[config.mk]
export PLATFORM = sky130hd
export DESIGN_NAME = project_io_mux
export DESIGN_NICKNAME = d
export VERILOG_FILES = /design/src/rtl/project_io_mux_pkg.sv /design/src/rtl/project_io_mux_onehot_to_index.sv /design/src/rtl/project_io_mux.sv
export SDC_FILE = /design/constraint.sdc
export NUM_CORES = 1
export LEC_CHECK = 0
export ABC_AREA = 1
export CAP_MARGIN = 20
export CORE_AREA = 2 2 385 387
export DETAILED_ROUTE_END_ITERATION = 10
export DIE_AREA = 0 0 387 389
export PLACE_DENSITY = 0.3
export SLEW_MARGIN = 15
export SYNTH_ARGS = -nofsm -noshare
export SYNTH_HDL_FRONTEND = slang
export SYNTH_SLANG_ARGS = --single-unit
[constraint.sdc]
create_clock -name wb_clk_i -period 2.55 [get_ports wb_clk_i]
set_input_delay 0.51 -clock wb_clk_i [delete_from_list [all_inputs] [get_ports wb_clk_i]]
set_output_delay 0.51 -clock wb_clk_i [all_outputs]
set_load 0.02 [all_outputs]
[src/rtl/project_io_mux_pkg.sv]
// Shared types and constants for the multi-project pad arbiter.
package project_io_mux_pkg;

    typedef enum logic [1:0] {
        IDLE,
        GUARD,
        RUN
    } state_t;

    typedef enum logic [1:0] {
        REQ_NONE,
        REQ_VALID,
        REQ_CONFLICT
    } req_kind_t;

    localparam int unsigned SWITCH_COUNT_W = 8;
    localparam logic [SWITCH_COUNT_W-1:0] SWITCH_COUNT_MAX = 8'd255;

endpackage

[src/rtl/project_io_mux_onehot_to_index.sv]
// Combinational decode of a request vector into an index and a request kind.
module onehot_to_index
    import project_io_mux_pkg::*;
#(
    parameter int unsigned WIDTH = 8,
    parameter int unsigned IDX_W = (WIDTH > 1) ? $clog2(WIDTH) : 1
) (
    input  logic [WIDTH-1:0] vec,
    output logic [IDX_W-1:0] idx_c,
    output req_kind_t        kind_c
);

    logic found;
    logic multi;

    always_comb begin
        idx_c = '0;
        found = 1'b0;
        multi = 1'b0;
        for (int i = 0; i < int'(WIDTH); i++) begin
            if (vec[i]) begin
                if (found) begin
                    multi = 1'b1;
                end
                found = 1'b1;
                idx_c = IDX_W'(i);
            end
        end
        if (multi) begin
            kind_c = REQ_CONFLICT;
        end else if (found) begin
            kind_c = REQ_VALID;
        end else begin
            kind_c = REQ_NONE;
        end
    end

endmodule

[src/rtl/project_io_mux.sv]
// Grants the user pads and LA bank to one wrapped project at a time,
// with a tristated guard interval on every handover.
module project_io_mux
    import project_io_mux_pkg::*;
#(
    parameter int unsigned NUM_PROJECTS = 8,
    parameter int unsigned IO_WIDTH     = 38,
    parameter int unsigned LA_WIDTH     = 32,
    parameter int unsigned GUARD_CYCLES = 4
) (
    input  logic                             wb_clk_i,
    input  logic                             wb_rst_n,
    input  logic [NUM_PROJECTS-1:0]          active,
    input  logic [NUM_PROJECTS*IO_WIDTH-1:0] proj_io_out,
    input  logic [NUM_PROJECTS*IO_WIDTH-1:0] proj_io_oeb,
    input  logic [NUM_PROJECTS*LA_WIDTH-1:0] proj_la_out,
    output logic [NUM_PROJECTS-1:0]          proj_en,
    output logic [IO_WIDTH-1:0]              io_out,
    output logic [IO_WIDTH-1:0]              io_oeb,
    output logic [LA_WIDTH-1:0]              la_data_out,
    output logic [$clog2(NUM_PROJECTS)-1:0]  sel,
    output logic                             granted,
    output logic                             conflict,
    output logic [SWITCH_COUNT_W-1:0]        switch_count
);

    localparam int unsigned SEL_W = $clog2(NUM_PROJECTS);
    localparam int unsigned CNT_W = (GUARD_CYCLES > 1) ? $clog2(GUARD_CYCLES) : 1;
    localparam logic [CNT_W-1:0] CNT_LOAD = CNT_W'(GUARD_CYCLES - 1);

    state_t            state_q, state_d;
    logic [NUM_PROJECTS-1:0] req_q;
    logic [SEL_W-1:0]  tgt_q, tgt_d;
    logic              tgt_vld_q, tgt_vld_d;
    logic [CNT_W-1:0]  cnt_q, cnt_d;

    logic [SEL_W-1:0]  req_idx;
    req_kind_t         req_kind;
    logic              dec_vld;
    logic              tgt_changed;

    logic [IO_WIDTH-1:0] io_arr  [NUM_PROJECTS];
    logic [IO_WIDTH-1:0] oeb_arr [NUM_PROJECTS];
    logic [LA_WIDTH-1:0] la_arr  [NUM_PROJECTS];

    onehot_to_index #(
        .WIDTH (NUM_PROJECTS),
        .IDX_W (SEL_W)
    ) u_req_decode (
        .vec    (req_q),
        .idx_c  (req_idx),
        .kind_c (req_kind)
    );

    // Conflicting requests target nothing, same as an empty request.
    assign dec_vld     = (req_kind == REQ_VALID);
    assign tgt_changed = (dec_vld != tgt_vld_q) || (dec_vld && (req_idx != tgt_q));
    assign conflict    = (req_kind == REQ_CONFLICT);

    always_ff @(posedge wb_clk_i) begin
        if (!wb_rst_n) begin
            state_q      <= IDLE;
            req_q        <= '0;
            tgt_q        <= '0;
            tgt_vld_q    <= 1'b0;
            cnt_q        <= '0;
            switch_count <= '0;
            proj_en      <= '0;
            sel          <= '0;
            granted      <= 1'b0;
        end else begin
            state_q   <= state_d;
            req_q     <= active;
            tgt_q     <= tgt_d;
            tgt_vld_q <= tgt_vld_d;
            cnt_q     <= cnt_d;
            granted   <= (state_d == RUN);
            sel       <= (state_d == RUN) ? tgt_d : '0;
            proj_en   <= (state_d == RUN) ? (NUM_PROJECTS'(1) << tgt_d) : '0;
            if ((state_d == RUN) && (state_q != RUN) && (switch_count != SWITCH_COUNT_MAX)) begin
                switch_count <= switch_count + SWITCH_COUNT_W'(1);
            end
        end
    end

    always_comb begin
        state_d   = state_q;
        tgt_d     = tgt_q;
        tgt_vld_d = tgt_vld_q;
        cnt_d     = cnt_q;
        case (state_q)
            IDLE: begin
                if (dec_vld) begin
                    tgt_d     = req_idx;
                    tgt_vld_d = 1'b1;
                    cnt_d     = CNT_LOAD;
                    state_d   = GUARD;
                end
            end
            GUARD: begin
                if (tgt_changed) begin
                    tgt_d     = dec_vld ? req_idx : '0;
                    tgt_vld_d = dec_vld;
                    cnt_d     = CNT_LOAD;
                end else if (cnt_q == '0) begin
                    state_d = tgt_vld_q ? RUN : IDLE;
                end else begin
                    cnt_d = cnt_q - CNT_W'(1);
                end
            end
            RUN: begin
                if (tgt_changed) begin
                    tgt_d     = dec_vld ? req_idx : '0;
                    tgt_vld_d = dec_vld;
                    cnt_d     = CNT_LOAD;
                    state_d   = GUARD;
                end
            end
            default: begin
                state_d   = IDLE;
                tgt_vld_d = 1'b0;
            end
        endcase
    end

    for (genvar k = 0; k < int'(NUM_PROJECTS); k++) begin : g_slice
        assign io_arr[k]  = proj_io_out[k*IO_WIDTH +: IO_WIDTH];
        assign oeb_arr[k] = proj_io_oeb[k*IO_WIDTH +: IO_WIDTH];
        assign la_arr[k]  = proj_la_out[k*LA_WIDTH +: LA_WIDTH];
    end

    // Zero-latency data path; pads stay tristated outside RUN.
    always_comb begin
        io_out      = '0;
        io_oeb      = '1;
        la_data_out = '0;
        if (state_q == RUN) begin
            io_out      = io_arr[sel];
            io_oeb      = oeb_arr[sel];
            la_data_out = la_arr[sel];
        end
    end

endmodule

==> results <==
-- cell families after synthesis --
kind of cell | after synthesis | share of synthesized area
compound gates | 745 | 0.463
simple gates | 745 | 0.345
buf+inv | 226 | 0.0970
flops | 36 | 0.0795
fa+ha+maj | 7 | 0.00966
xor+xnor | 6 | 0.00580
-- sequential cells by signal (all words and copies together) (netlist names) --
name and count:
state_q 2, switch_count 8, req_q 8, tgt_vld_q 1, sel 3, proj_en 8
cnt_q 2, tgt_q 3, granted 1
-- power by group through the flow --
stage / Sequential [mW] / Combinational [mW] / Clock (mW)
finish: 0.631 / 3.62 / 0.632
floorplan: 0.648 / 0.928 / 0
global placement: 0.645 / 3.15 / 0
detailed placement: 0.644 / 3.14 / 0
CTS: 0.632 / 3.38 / 0.661
global route: 0.637 / 3.88 / 0.681
-- cell usage after synthesis (8+ instances only) --
library cell and number:
a21oi_1 163, a221oi_1 76, a31oi_1 70, buf_1 10, buf_2 10, clkbuf_1 158
dfxtp_1 36, inv_1 40, nand2_1 216, nand3_1 8, nand4_1 9, nor2_1 449
o21ai_0 359, o22ai_1 71, or3b_2 38
-- per-layer routing --
| metal | part of all wire | wire (um) | up-vias | GRT usage |
|---|---|---|---|---|
| met5 | 0.0011 | 135 | - | 0 |
| met4 | 0.019 | 2310 | 18 | 0.0208 |
| met3 | 0.050 | 6100 | 114 | 0.0292 |
| met2 | 0.52 | 63700 | 637 | 0.284 |
| met1 | 0.41 | 49700 | 8736 | 0.179 |
| li1 | - | - | 8790 | - |
-- worst paths after layout --
check,start,endpoint,slack [ns],cells after the start
worst max-delay path,sel[0],la_data_out[3],-0.28,11
worst min-delay path,switch_count[6],switch_count[6],0.53,2
worst max register to register,req_q[4],proj_en[5],0.33,15
worst min register to register,switch_count[6],switch_count[6],0.53,2
-- worst max-delay path: stages, from the launching register on --
cell and delay [ns]:
dfxtp_4 0.34, buf_12 0.16, buf_16 0.18, buf_4 0.15, buf_6 0.11, o21ai_4 0.27, o22ai_4 0.11, buf_6 0.15
o21ai_4 0.14, a31oi_2 0.06, buf_4 0.18, buf_12 0.13
-- metrics by stage --
step / cells / worst slack (ns) / utilization
global placement: 4816 / -1.09 / 0.165
finish: 4966 / -0.275 / 0.203
CTS: 4895 / -0.383 / 0.183
global route: 4964 / -0.387 / 0.203
detailed placement: 4816 / -1.06 / 0.165
floorplan: 1765 / 0.0270 / -
-- layout make-up --
type                       count  area [um2]
sequential                    36         729
tap                         1930        2410
inverter                      46         239
multi-input combinational   1503       10700
antenna                       12        30.0
clock buffer                   7         143
timing repair inverter         1        11.3
fill                       16600      117000
timing repair buffer        1430       15500
clock inverter                 1        7.51
-- timing repair --
| item | 4_1_cts | 5_1_grt |
|---|---|---|
| pin swaps | 70 | 166 |
| gates resized for setup | 853 | 615 |
| gates cloned | 19 | 12 |
| setup buffers | 55 | 71 |
| endpoints found under the setup margin | 107 | 108 |
| hold buffers | 0 | 0 |
==> run summary <==
status: complete, but fails checks
failing checks: negative setup slack
Synth Register Bits: 36
Max IR drop VDD: 229 uV
std cell rows: 141
Root Driver: clkbuf_16
Worst Path Class, Setup: reg2out
leak pwr: 10.9 nW
Hold Slack: 0.526 ns
worst-skew pair later-pin latency: 0.29 ns
Synth async-reset ratio: 0
Worst Slack Setup Final: -0.275 ns
Fin Clk Skew: 0.0138 ns
number of hold violations in the final report: 0
total nets after synthesis: 2646
cts bufs inserted: 5
Min-Delay Path Class: reg2reg
Clock Path Buffers: 2
PD cells: 165 nW/um2
Worst setup SP type: flop
drt wl/cell: 24.6 um
Clk pin slew, worst setup/hold paths: 0.06 ns
vias in the first global route: 18726
sw frac: 0.375
gr ovfl total: 0
Worst-Margin Slew: 0.789 ns
Synth Instances: 1765
Fin Setup TNS: -11.03 ns
Buffers on Ports: 1002
Initial DRC Count: 703
Tcrit/Tclk final: 1.11
Routed Antenna Nets: 0
Synth area leaders: o21ai_0 20%, nor2_1 19%, a21oi_1 9.0%
switching power: 1.83 mW
worst path required time: 2.04 ns
Layout Area Growth over Synthesis: 228%
total die area: 151000 um2
Post-Syn Area: 9070 um2
fmax: 354 MHz
Max-Cap Viols: 0
Die Wd: 387 um
H-tree levels: 2
Final setup violation count: 100
Comb pwr share: 0.741
pins over their slew limit: 0
syn avg cell area: 5.14 um2
layout cells sized above 1: 0.362
GPL Wtd Cong: 0.891
area of placed instances: 24200 um2
most frequent cells in the layout: 892 x clkdlybuf4s50_1, 393 x nor2_1, 260 x buf_4, 171 x nand2_1, 153 x o21ai_0
sequential power share: 0.129
clock power share: 0.129
post-synth cell types: 36
Layout Nets: 3904
Die Y: 389 um
fin area: 29700 um2
Vias: 18295
Final HPWL DP: 100 mm
CTS tree: yes
# IOs: 1003
vias per cell: 3.68
EDFF count, synth: 0
RSZ-0062 raised after global routing: true
core box area: 147000 um2
CTS Sinks: 36
Yosys top cell area share: 0.198
first-pass GRT wire length: 159 mm
antenna violations before repair: 39
worst-path maximum fanout: 8
P_int: 3.05 mW
commonest non-fill, non-tap cell in the layout: clkdlybuf4s50_1
starting density of the core: 0.0618
gr usage total: 0.151
drt total wl: 122 mm
crit path DAT: 2.32 ns
Main synth FF type: dfxtp_1
Seq/Total Area, Yosys: 0.0795
Detailed Routing Iterations Pass 1: 5
area leader, netlist: o21ai_0
total power: 4.88 mW
Worst slew margin: 0.469
largest net degree at the start of global routing: 36
Setup crit end kind: primary output
minimum clock period: 2.83 ns
Remaining DRCs: 0
Ys Warns: 0
(Power assumes the default switching activity.)
